File: config.mk
export PLATFORM = sky130hd
export DESIGN_NAME = counter_mod_ud
export DESIGN_NICKNAME = d
export VERILOG_FILES = /design/src/rtl/counter_mod_ud.sv
export SDC_FILE = /design/constraint.sdc
export NUM_CORES = 1
export LEC_CHECK = 0
export BUFFER_PORTS_ARGS = -buffer_cell sky130_fd_sc_hd__buf_4
export CAP_MARGIN = 5
export CORE_MARGIN = 2
export CORE_UTILIZATION = 50
export CTS_BUF_LIST = sky130_fd_sc_hd__clkbuf_16
export CTS_CLUSTER_DIAMETER = 150
export DETAILED_ROUTE_END_ITERATION = 6
export PLACE_DENSITY = 0.74
export SLEW_MARGIN = 15
export SYNTH_ARGS = -nofsm -noshare
export SYNTH_HDL_FRONTEND = slang
export SYNTH_SLANG_ARGS = --single-unit
File: constraint.sdc
create_clock -name clk -period 5.9 [get_ports clk]
set_clock_uncertainty 0.05 [all_clocks]
set_input_delay 0 -clock clk [delete_from_list [all_inputs] [get_ports clk]]
set_output_delay 0 -clock clk [all_outputs]
set_load 0.01 [all_outputs]
File: src/rtl/counter_mod_ud.sv
// Modulo up/down counter with a runtime terminal value, load/clear, and carry/borrow for chaining.
// Optional saturating mode is enabled by defining COUNTER_SAT_EN.
module counter_mod_ud #(
  parameter int unsigned W       = 8,
  parameter int unsigned TOP_RST = 59,
  parameter int unsigned CNT_RST = 0
) (
  input  logic         clk,
  input  logic         rst,
  input  logic         en,
  input  logic         up,
  input  logic         clr,
  input  logic         ld,
  input  logic [W-1:0] ld_val,
  input  logic         top_wr,
  input  logic [W-1:0] top_val,
`ifdef COUNTER_SAT_EN
  input  logic         sat,
`endif
  output logic [W-1:0] cnt,
  output logic [W-1:0] top,
  output logic         tc,
  output logic         co,
  output logic         bo
);

  logic         sat_c;
  logic         at_top_c;
  logic         at_zero_c;
  logic [W-1:0] ld_clamp_c;
  logic [W-1:0] cnt_nxt_c;

`ifdef COUNTER_SAT_EN
  assign sat_c = sat;
`else
  assign sat_c = 1'b0;
`endif

  // cnt may sit above top after a top write; treat that as "at top" for up steps
  assign at_top_c   = (cnt >= top);
  assign at_zero_c  = (cnt == '0);
  assign ld_clamp_c = (ld_val > top) ? top : ld_val;

  assign tc = up ? at_top_c : at_zero_c;
  assign co = en &  up & ~clr & ~ld & at_top_c  & ~sat_c;
  assign bo = en & ~up & ~clr & ~ld & at_zero_c & ~sat_c;

  // Next count: clear beats load beats counting
  always_comb begin
    cnt_nxt_c = cnt;
    if (clr) begin
      cnt_nxt_c = '0;
    end else if (ld) begin
      cnt_nxt_c = ld_clamp_c;
    end else if (en) begin
      if (up) begin
        if (at_top_c) begin
          cnt_nxt_c = sat_c ? cnt : '0;
        end else begin
          cnt_nxt_c = cnt + W'(1);
        end
      end else begin
        if (at_zero_c) begin
          cnt_nxt_c = sat_c ? cnt : top;
        end else if (cnt > top) begin
          cnt_nxt_c = top;
        end else begin
          cnt_nxt_c = cnt - W'(1);
        end
      end
    end
  end

  always_ff @(posedge clk or posedge rst) begin
    if (rst) begin
      cnt <= W'(CNT_RST);
      top <= W'(TOP_RST);
    end else begin
      cnt <= cnt_nxt_c;
      if (top_wr) begin
        top <= top_val;
      end
    end
  end

endmodule
-- Word-level counts from Yosys, hierarchy flattened
Cells that the tools add are included.
- register bits: 16
- bits in latches: 0
- memory bits (writable): 0
- bits in read-only memories: 0
- input port bits: 23
- output and inout bits: 19
- word-level logic and storage cells: 29
- memories kept: 0
- add/sub/neg operators: 2
- multipliers: 0
- div/mod/pow operators: 0
- order comparisons: 3
- eq/ne operators: 0
- shift operators: 0
- multiplexer cells: 9
- bitwise logic cells: 11
- reductions and logical operators: 2
- operators with widths (operator ; number):
    $mux W8 ; 8
    $gt A8 B8 Y1 ; 2
    $add A8 B1 Y8 const B ; 1
    $and A1 B1 Y1 ; 8
    $ge A8 B8 Y1 ; 1
    $logic_not A8 Y1 ; 1
    $sub A8 B1 Y8 const B ; 1
    $not A1 Y1 ; 3
    $reduce_bool A3 Y1 ; 1
    $mux W1 ; 1

-- Logic depth before layout (Yosys ltp)
- depth in word-level cells: 7
- depth in mapped cells: 9

-- Worst setup path before layout
Ideal clock, no wire load.
- kind: reg-to-reg
- start: register cnt[3]
- end: register cnt[0]
- data arrival time: 2.466 ns
- required time: 5.728 ns
- path slack: 3.263 ns
- cell stages (with the launch flop): 8
- buffers on the path: 2
- clock period less this slack: 2.637 ns
- cell sequence: dfrtp_1 buf_6 or4_4 or4b_4 buf_6 a31o_1 a311o_1 a32o_1
- longest elaborated chain between the ends: 7
- elaborated cells between the ends (all ways): 10
- those cells by class: 2 x order compare; 7 x mux; 1 x reduce/logical
- RTL lines (element ; RTL line ; RTL):
    start: declaration ; 20 ; output logic [W-1:0] cnt,
    start signal: assignment ; 76 ; cnt <= W'(CNT_RST);
    start signal: assignment ; 79 ; cnt <= cnt_nxt_c;
    $gt A8 B8 Y1 ; 65 ; end else if (cnt > top) begin
    $mux W8 ; 65 ;
    $mux W8 ; 63 ; if (at_zero_c) begin
    $mux W8 (*) ; 56 ; if (up) begin
    $mux W8 (*) ; 55 ; end else if (en) begin
    $mux W8 (*) ; 53 ; end else if (ld) begin
    $mux W8 (*) ; 51 ; if (clr) begin
Every way passes the cells marked *; elsewhere a longest branch is shown, timed or not. The select of a mux whose other input is x is not followed.
A chain may end at the register's enable or synchronous reset.

-- Final worst setup path
- start: register top[1]
- end: register cnt[6]
- longest elaborated chain between the ends: 7
- elaborated cells between the ends (all ways): 11
- those cells by class: 3 x order compare; 8 x mux
- RTL lines (element ; RTL line ; RTL):
    start: declaration ; 21 ; output logic [W-1:0] top,
    start signal: assignment ; 77 ; top <= W'(TOP_RST);
    start signal: assignment ; 81 ; top <= top_val;
    $gt A8 B8 Y1 ; 65 ;
    $mux W8 ; 65 ;
    $mux W8 ; 63 ;
    $mux W8 ; 56 ;
    $mux W8 ; 55 ;
    $mux W8 (*) ; 53 ;
    $mux W8 (*) ; 51 ;
Marked as above.

==> out/qor.txt <==
Prevailing post-synth register cell - dfrtp_1
Synth Net Count - 255
Clk buf depth - 2
Endpoint class of the critical path - flip-flop
CTS H-tree depth - 1
Final Util - 68.5%
# IOs - 42
FP Rows - 21
CP Data Arrival Time - 3.00 ns
Number of enable flip-flop cells after synthesis - 0
Grt ovf - 0
Mapped Area - 1720 µm²
Die Area - 3920 µm²
Gate Count Post-Synth - 213
Critical path type - flip-flop to flip-flop
# Post-CTS Setup Buffers - 0
Outcome - complete, no violations
Seq cells post-synth - 16
Initial antenna violation count - 0
Die height - 62.6 µm
Unrepaired setup endpoints after global routing - false
Filler Cells Inserted - 294
Final wirelength - 5470 µm
Type of origin of the critical path - flip-flop
Post-DP HPWL - 3910 µm
Share of layout cells above drive strength 1 - 21.7%
Tot GR Track Use - 29.2%
Cts bufs inserted - 3
Min cycle time layout - 2.90 ns
Post-route ant nets - 0
Syn Area/Cell - 8.07 µm²
Vias after detailed routing - 1,974
Tightest Pin Transition - 0.666 ns
Final slew viol count - 0
Synth area leaders - dfrtp_1 (16%), ha_1 (14%), dfstp_2 (7.6%)
Pwr dens - 246 nW/µm²
TNS Setup - 0 ns
Global-route wire length before repair - 9130 µm
# clock sinks - 16
Top-count cell post-synth - ha_1
Yosys warnings - 0
Netlist cell types - 50
Vias in the first global route - 1,958
1st-pass router iterations - 5
Part of the cycle the worst path needs - 49.1%
Hold WC Path Type - primary input to flip-flop
CTS tree - done
Root Driver - clkbuf_16
Reg clk slew, reported paths - 0.05 ns
Die Span X - 62.6 µm
Final hold viol count - 0
Seq/Total Area, Yosys - 23.7%
Largest net degree at the start of global routing - 21
Leak pwr - 0.00102 µW
Core region area - 3310 µm²
Rel. slew slack - 54.9%
Worst vdd ir - 0.000207 V
Setup-failing EPs final - 0
Worst Path Max Fanout - 5
Clock Latency Late Sink - 0.25 ns
Drt wl/cell - 17.7 µm
Max Cap Violations - 0
Fmax - 345 MHz
Yosys top cell area share - 16.0%
Most frequent cells after synthesis - ha_1 (19), nand2_1 (16), inv_1 (15), o21ai_0 (15), nand3_1 (13)
Worst EP required - 6.00 ns
Register Area - 407 µm²
Cell type with the largest total area after synthesis - dfrtp_1
Iter 0 DRT Violations - 126
ANT cells - 0
DRC - 0
Area of the multi-input gates - 1190 µm²
Layout Nets - 306
Hold slack - 0.0149 ns
FFs w/ async S/R, synth - 100%
Initial Utilization - 51.9%
DR vias/cell - 6.39
RD Place Congestion - 0.963
Pwr Total - 558 µW
Synth-to-layout area growth - 31.9%
I/O Buffers - 41
[per-stage QoR]
stage	setup WS [ns]	instances	cell area, µm²
floorplan	3.26	213	1720
detailed placement	3.08	289	2030
CTS	3.01	309	2270
global route	2.83	309	2270
global placement	3.11	289	2030
finish	3.00	309	2270
[cells by family after synthesis]
kind of cell    Yosys count  synth area share (%)
mux                       2                  1.31
xor+xnor                  9                  4.59
compound gates           65                  26.2
fa+ha+maj                19                  13.8
simple gates             74                  23.2
flops                    16                  23.7
buf+inv                  28                  7.20
[metal layers]
layer | part of all wire, % | track usage [%] | up-vias | wire length, µm
met3 | 7.7 | 6.67 | 19 | 422
met5 | 0 | 0 | - | 0
met2 | 46 | 48.3 | 104 | 2520
met1 | 43 | 34.8 | 931 | 2350
li1 | - | - | 920 | -
met4 | 3.3 | 16.4 | 0 | 182
[cell usage in the layout (no fill, tap or decap), types with 2 or more instances in the layout]
cell / synthesis / layout
ha_1: 19 / 19
nand3_1: 13 / 13
a311o_1: 4 / 4
nor2_1: 7 / 7
nor2b_1: 2 / 2
nor3_1: 9 / 9
mux2_2: 2 / 2
nand2_1: 16 / 16
a21o_1: 2 / 2
a2bb2oi_1: 2 / 2
a21oi_1: 10 / 10
a211oi_1: 3 / 3
nor4b_1: 2 / 2
inv_1: 15 / 15
a221oi_1: 2 / 2
dlygate4sd3_1: 0 / 16
nor4_1: 4 / 4
nand4_1: 9 / 9
and2_1: 2 / 2
and3_1: 3 / 3
o211ai_1: 5 / 5
nand2b_1: 2 / 2
xnor2_1: 8 / 8
a31oi_1: 6 / 6
clkbuf_16: 0 / 3
o31ai_1: 3 / 3
a211o_1: 2 / 2
buf_4: 0 / 42
clkinv_1: 1 / 2
o21ai_0: 15 / 15
dfrtp_1: 11 / 11
dfstp_2: 5 / 5
[worst max-delay path, cell delays in order, from the launching register on]
cell and delay, ns:
dfstp_2 0.56, inv_1 0.09, ha_1 0.34, nor2b_1 0.14
o211ai_1 0.26, a211oi_1 0.18, nor3_1 0.59, mux2_2 0.41
o221ai_1 0.19
[path summary, 6_finish.rpt]
kind	startpoint	end	slack, ns	depth (start not counted)
max	top[1]	cnt[6]	3.00	8
min	top_wr	top[6]	0.01	2
max reg2reg	top[1]	cnt[6]	3.00	8
min reg2reg	top[6]	top[6]	0.59	2
max in group asynchronous	rst	cnt[1]	5.00	3
min in group asynchronous	rst	cnt[7]	0.37	3
[flip-flops by register name, summed over array words and instances, names as in the netlist]
signal / count
cnt: 8
top: 8
[cell type report]
cell class | instances | share of cell area, %
multi-input combinational | 169 | 52.4
timing repair buffer | 58 | 21.0
sequential | 16 | 17.9
clock buffer | 3 | 3.31
inverter | 16 | 2.65
tap | 46 | 2.54
clock inverter | 1 | 0.166
[timing repair]
action,in CTS,in global routing
resized for setup,0,0
setup endpoints to repair,0,0
hold buffers,16,0
hold endpoints to repair,19,0
[power by group]
part	total, µW	leakage, µW	internal [µW]	switching [µW]
Combinational	263	0.000784	123	140
Sequential	158	0.000193	125	32.8
Clock	137	0.0000385	90.2	46.6
Power figures use the tool's default switching activity.
